## src/rtl/datapath_ctrl.sv

```systemverilog
// Sequencing controller for the capture/sum datapath: collects four operands over a
// valid/ready handshake, strobes A..D, pulses en, then reports done, timeout err and op_count.
module datapath_ctrl #(
    parameter int HOLD_RESULT = 0,
    parameter int TIMEOUT_CYC = 16,
    parameter int CNT_WIDTH   = 8
) (
    input  logic                 clock,
    input  logic                 rst_n,
    input  logic                 valid,
    input  logic                 abort,
    input  logic                 ack,
    output logic                 ready,
    output logic                 A,
    output logic                 B,
    output logic                 C,
    output logic                 D,
    output logic                 en,
    output logic                 done,
    output logic                 busy,
    output logic                 err,
    output logic [CNT_WIDTH-1:0] op_count
);

    localparam int TW = (TIMEOUT_CYC > 1) ? $clog2(TIMEOUT_CYC) : 1;

    typedef enum logic [2:0] {S_A, S_B, S_C, S_D, S_EXEC, S_DONE} state_t;

    state_t                 state_q;
    logic                   err_q;
    logic [CNT_WIDTH-1:0]   op_count_q;
    logic [TW-1:0]          timer_q;
    logic                   collect;
    logic                   hs;

    function automatic state_t next_operand(input state_t s);
        case (s)
            S_A:     return S_B;
            S_B:     return S_C;
            S_C:     return S_D;
            default: return S_EXEC;
        endcase
    endfunction

    // Strobes are gated by rst_n so nothing is captured while reset is held.
    assign collect  = (state_q == S_A) || (state_q == S_B) ||
                      (state_q == S_C) || (state_q == S_D);
    assign hs       = collect && valid && !abort && rst_n;
    assign ready    = collect;
    assign A        = hs && (state_q == S_A);
    assign B        = hs && (state_q == S_B);
    assign C        = hs && (state_q == S_C);
    assign D        = hs && (state_q == S_D);
    assign en       = (state_q == S_EXEC) && !abort && rst_n;
    assign done     = (state_q == S_DONE);
    assign busy     = (state_q != S_A);
    assign err      = err_q;
    assign op_count = op_count_q;

    always_ff @(posedge clock) begin
        if (!rst_n) begin
            state_q    <= S_A;
            op_count_q <= '0;
            err_q      <= 1'b0;
            timer_q    <= '0;
        end else begin
            err_q <= 1'b0;
            if (abort) begin
                state_q <= S_A;
                timer_q <= '0;
            end else begin
                case (state_q)
                    S_A, S_B, S_C, S_D: begin
                        if (valid) begin
                            state_q <= next_operand(state_q);
                            timer_q <= '0;
                        end else if (state_q != S_A && TIMEOUT_CYC > 0) begin
                            if (timer_q == TW'(TIMEOUT_CYC - 1)) begin
                                state_q <= S_A;
                                timer_q <= '0;
                                err_q   <= 1'b1;
                            end else begin
                                timer_q <= timer_q + TW'(1);
                            end
                        end
                    end
                    S_EXEC: begin
                        state_q    <= S_DONE;
                        op_count_q <= op_count_q + CNT_WIDTH'(1);
                    end
                    S_DONE: begin
                        if (HOLD_RESULT == 0 || ack) state_q <= S_A;
                    end
                    default: state_q <= S_A;
                endcase
            end
        end
    end

endmodule

```

## config.mk

```make
export PLATFORM = sky130hd
export DESIGN_NAME = datapath_ctrl
export DESIGN_NICKNAME = d
export VERILOG_FILES = /design/src/rtl/datapath_ctrl.sv
export SDC_FILE = /design/constraint.sdc
export NUM_CORES = 1
export LEC_CHECK = 0
export ABC_AREA = 1
export CAP_MARGIN = 15
export CORE_MARGIN = 2
export CORE_UTILIZATION = 42
export DETAILED_ROUTE_END_ITERATION = 8
export GPL_TIMING_DRIVEN = 0
export PLACE_DENSITY = 0.75
export SLEW_MARGIN = 20
export SYNTH_ARGS = -nofsm -noshare
export SYNTH_HDL_FRONTEND = slang
export SYNTH_SLANG_ARGS = --single-unit
```

## constraint.sdc

```tcl
create_clock -name clock -period 1.1 [get_ports clock]
set_input_delay 0.22 -clock clock [delete_from_list [all_inputs] [get_ports clock]]
set_output_delay 0.22 -clock clock [all_outputs]
set_load 0.02 [all_outputs]
```

; ---- After elaboration in Yosys (flattened, before gate mapping)
; Cells that the tools add are included.
[op_classes]
add_sub_neg = 2
n_eq_ne = 8
mux = 9
bitwise_logic = 4
n_reduce_logical = 22
[op_table]
columns = operator, n
row1 = $mux 4, 3
row2 = $logic_and 1x1->1, 9
row3 = $mux 3, 3
row4 = $pmux 3 s3, 1
row5 = $add 8x1->8 const B, 1
row6 = $eq 3x2->1 const B, 2
row7 = $eq 3x3->1 const B, 2
row8 = $ne 3x3->1 const B, 2
row9 = $pmux 3 s2, 1
row10 = $reduce_and 2->1, 3
row11 = $reduce_or 5->1, 1
row12 = $add 4x1->4 const B, 1
row13 = $eq 4x4->1 const B, 1
row14 = $not 1->1, 4
row15 = $reduce_or 4->1, 1
row16 = $eq 3x1->1 const B, 1
row17 = $logic_not 3->1, 1
row18 = $logic_or 1x1->1, 3
row19 = $reduce_bool 3->1, 1
row20 = $reduce_bool 2->1, 1
row21 = $reduce_or 2->1, 1
row22 = $logic_not 1->1, 1
row23 = $mux 1, 1
[word_totals]
reg_bits = 16
output_inout_bits = 17
word_cells = 49

; ---- Depth between registers and ports, before layout
[depth]
ltp_word = 8
mapped_depth = 8
depth_no_buf = 8

; ---- Least setup slack after synthesis
; No wires, ideal clock.
[synth_path]
kind = register to output
from = register state_q[2]
to = output C
arrival_ns = 1.179
required_time_ns = 0.880
path_slack_ns = -0.299
path_stages_with_launch = 5
n_path_buf = 1
path_cell_list = dfxtp_1 > buf_2 > nor2_2 > inv_1 > nor3_1
[synth_between]
elab_chain_len = 8
word_cells_on_any_way = 11
classes_between = eq/ne (3) / reduce/logical (8)
[synth_rtl]
columns = element, line_no
row1 = start: declaration, 29  ; state_t state_q;
row2 = start signal: assignment, 75  ; state_q <= next_operand(state_q);
row3 = $eq 3x1->1 or $logic_not 3->1 (tied branches), 46  ; assign collect = (state_q == S_A) || (state_q == S_B) ||
row4 = $logic_or 1x1->1 (2 in series), 46
row5 = $logic_or 1x1->1, 47  ; (state_q == S_C) || (state_q == S_D);
row6 = $logic_and 1x1->1 (3 in series), 48  ; assign hs = collect && valid && !abort && rst_n;
row7 = $logic_and 1x1->1 *, 52  ; assign C = hs && (state_q == S_C);
row8 = end: declaration, 16  ; output logic C,
; Every way passes the cells marked *; elsewhere a longest branch is shown, timed or not.

; ---- Worst setup path in the final report
[layout_path]
from = register state_q[1]
to = output busy
[layout_between]
elab_chain_len = 1
[layout_rtl]
columns = element, line_no
row1 = $reduce_bool 3->1, 56  ; assign busy = (state_q != S_A);
row2 = end: declaration, 20  ; output logic busy,
; No other way between the ends.

==> flow_summary.toml <==
[layout]
fin_util_pct = 71.9
layout.cells.non_filler = 184
fillCellCount = 156
synthToLayoutAreaGrowth_pct = 64.9
antenna_cells = 0
nets = 165
drive_above_1_share_pct = 56.7
final_area_um2 = 1380

[sta]
period_needed_ns = 1.41
fin_ws_ns = -0.305
fmax_mhz = 712
final-hold-violation-count = 0
rsz0062_at_grt = "yes"
max_slew.worst_pin.slew_ns = 0.252
holdWs_ns = 0.212
min_period_over_period_pct = 128
finalSetupTns_ns = -4.15
slew_violations = 0
fin_skew_ns = 0.00742
max-slew-margin-rel_pct = 83.2
finalSetupViolCount = 21

[placed_design]
io_buffers = 20
dpl.cell_count = 167
placedInstanceArea_um2 = 1170
place_congestion = 0.816
post-place-ws_ns = -1.11
dp_hpwl_mm = 1.41

[floorplanning]
initial_utilization_pct = 43.6
io_pins = 22
rows = 16
die_w_um = 48.7
die_height_um = 48.7
die_area_um2 = 2370
coreArea_um2 = 1920

[drt]
drtPass1Iterations = 4
num_vias = 928
vias_per_cell = 5.04
ant_nets = 0
wl_per_cell_um = 12.8
drc = 0
drt-total-wl_mm = 2.36
drt_iter0_drc = 18

[outcome]
violations = "negative setup slack"
outcome = "finished with violations"

[global_routing]
grt.total_usage_pct = 18.8
grt_max_degree = 10
overflow = 0
grt_pass1_wl_mm = 3.48
antenna_found_initial = 0
first_global_vias = 854

[pwr]
power.share.switching_pct = 28.1
p_comb_share_pct = 13.7
cellPowerDensity_nw_per_um2 = 774
p_leak_nw = 0.537
peakVddDrop_mv = 0.622
p_sw_uw = 301
p_seq_share_pct = 53.8
finalPower_mw = 1.07
p_int_uw = 769
power_frac_clock_pct = 32.5

[logic_synthesis]
synth_warnings = 0
synth_seq_cells = 16
synth.avg_cell_area_um2 = 6.99
yosysSeqAreaShare_pct = 38.2
syn_inst = 120
syn-cell-area_um2 = 838
synth_nets = 127
yosysUniqueCellTypes = 23

[clocking]
cts_tree = "yes"
clkLatencyLatePin_ns = 0.30
cts_max_level = 1
clk_path_buf_depth = 2
cts.reportedPaths.clkPinSlew_ns = 0.11
holdBufCountCts = 0
cts.sinks = 16
cts_buffers = 3
root_buffer = "clkbuf_4"

[job]
max_cap_violations = 0

[setup_path]
startpoint_type = "flip-flop"
path_class = "reg -> out"
crit_arrival_ns = 1.19
r2r_setup_slack_ns = -0.26
r2r_cells = 8
critPathMaxFanout = 5
endpoint_kind = "output port"
cp.required_ns = 0.88
reg2reg_to = "op_count[6]"
r2r_start = "state_q[1]"

[min_path]
min_from = "rst_n"
holdPathEnd = "op_count[3]"
min_path_type = "in -> reg"
min_path_cells = 3
-- registers in the layout (all words and copies together) (netlist names) --
register	cells
state_q	3
timer_q	4
err	1
op_count	8
-- critical path, cell delays in order (launching register included) --
cell and delay [ns]:
dfxtp_4 0.38, nor2_4 0.16, buf_4 0.15, nand2_2 0.05
buf_2 0.15
-- cell families after synthesis --
logic type,count (synthesis),share of synthesized area (%)
flops,16,38.2
compound gates,17,10.9
fa+ha+maj,2,2.98
buf+inv,15,6.87
simple gates,70,41.0
-- cell type report --
type	count	area, µm²	area share [%]
Inverter	14	61.3	4.43
Timing Repair Buffer	34	284	20.5
Multi-Input combinational cell	89	627	45.3
Tap cell	27	33.8	2.44
Clock buffer	4	26.3	1.90
Sequential cell	16	350	25.3
-- routing by layer --
metal | track usage (%) | vias up | part of all wire, %
li1 | - | 462 | -
met1 | 20.0 | 437 | 41
met2 | 33.3 | 21 | 54
met3 | 5.25 | 8 | 3.5
met4 | 10.0 | 0 | 1.7
met5 | 0 | - | 0
-- cell usage in the layout, fill, tap and decap left out, types with 2 or more instances in the layout --
master,instances
inv_2,4
o21ai_1,4
buf_2,6
dfxtp_2,6
nor2_4,12
nor2_1,11
buf_6,11
nand2_1,19
clkbuf_4,3
o21ai_2,2
dfxtp_4,6
nor2_2,5
dfxtp_1,4
or2_1,2
nand3_1,6
inv_1,8
dlygate4sd2_1,2
nand2_4,5
nand2_2,4
buf_4,15
a21oi_1,9
-- how the worst max path moves through the flow --
stage,depth (start not counted),slack [ns],end,from
after global placement,6,-1.10,C,rst_n
after detailed placement,6,-1.11,en,rst_n
after global routing,5,-0.36,A,state_q[1]
final,4,-0.31,busy,state_q[1]
after floorplan,8,-0.02,op_count[6],op_count[1]
after CTS,5,-0.32,A,state_q[0]
-- power groups by stage --
| stage | Combinational [mW] | Clock, mW | Sequential (mW) |
|---|---|---|---|
| floorplan | 0.0680 | 0 | 0.597 |
| global placement | 0.101 | 0 | 0.597 |
| detailed placement | 0.102 | 0 | 0.598 |
| CTS | 0.132 | 0.341 | 0.579 |
| global route | 0.158 | 0.382 | 0.576 |
| finish | 0.147 | 0.348 | 0.575 |
-- Yosys cell counts --
master / count / area [µm²]
a21oi_1: 9 / 45.0
a21oi_2: 1 / 8.76
buf_2: 1 / 5.00
dfxtp_1: 16 / 320
ha_1: 2 / 25.0
inv_1: 12 / 45.0
inv_2: 2 / 7.51
nand2_1: 24 / 90.1
nand2_2: 3 / 18.8
nand2_4: 1 / 11.3
nand3_1: 7 / 35.0
nand3_4: 1 / 17.5
nand4_1: 1 / 6.26
nor2_1: 21 / 78.8
nor2_2: 5 / 31.3
nor2_4: 2 / 22.5
nor2b_2: 1 / 8.76
nor3_1: 1 / 5.00
nor4_1: 1 / 6.26
o21ai_0: 4 / 20.0
o21ai_1: 2 / 10.0
o31ai_1: 1 / 7.51
or2_1: 2 / 12.5
-- what timing repair did --
item	in CTS	in global routing
pin swaps	5	16
buffers inserted	8	7
endpoints found under the setup margin	33	28
gates resized for setup	110	30
(Power assumes the default switching activity.)
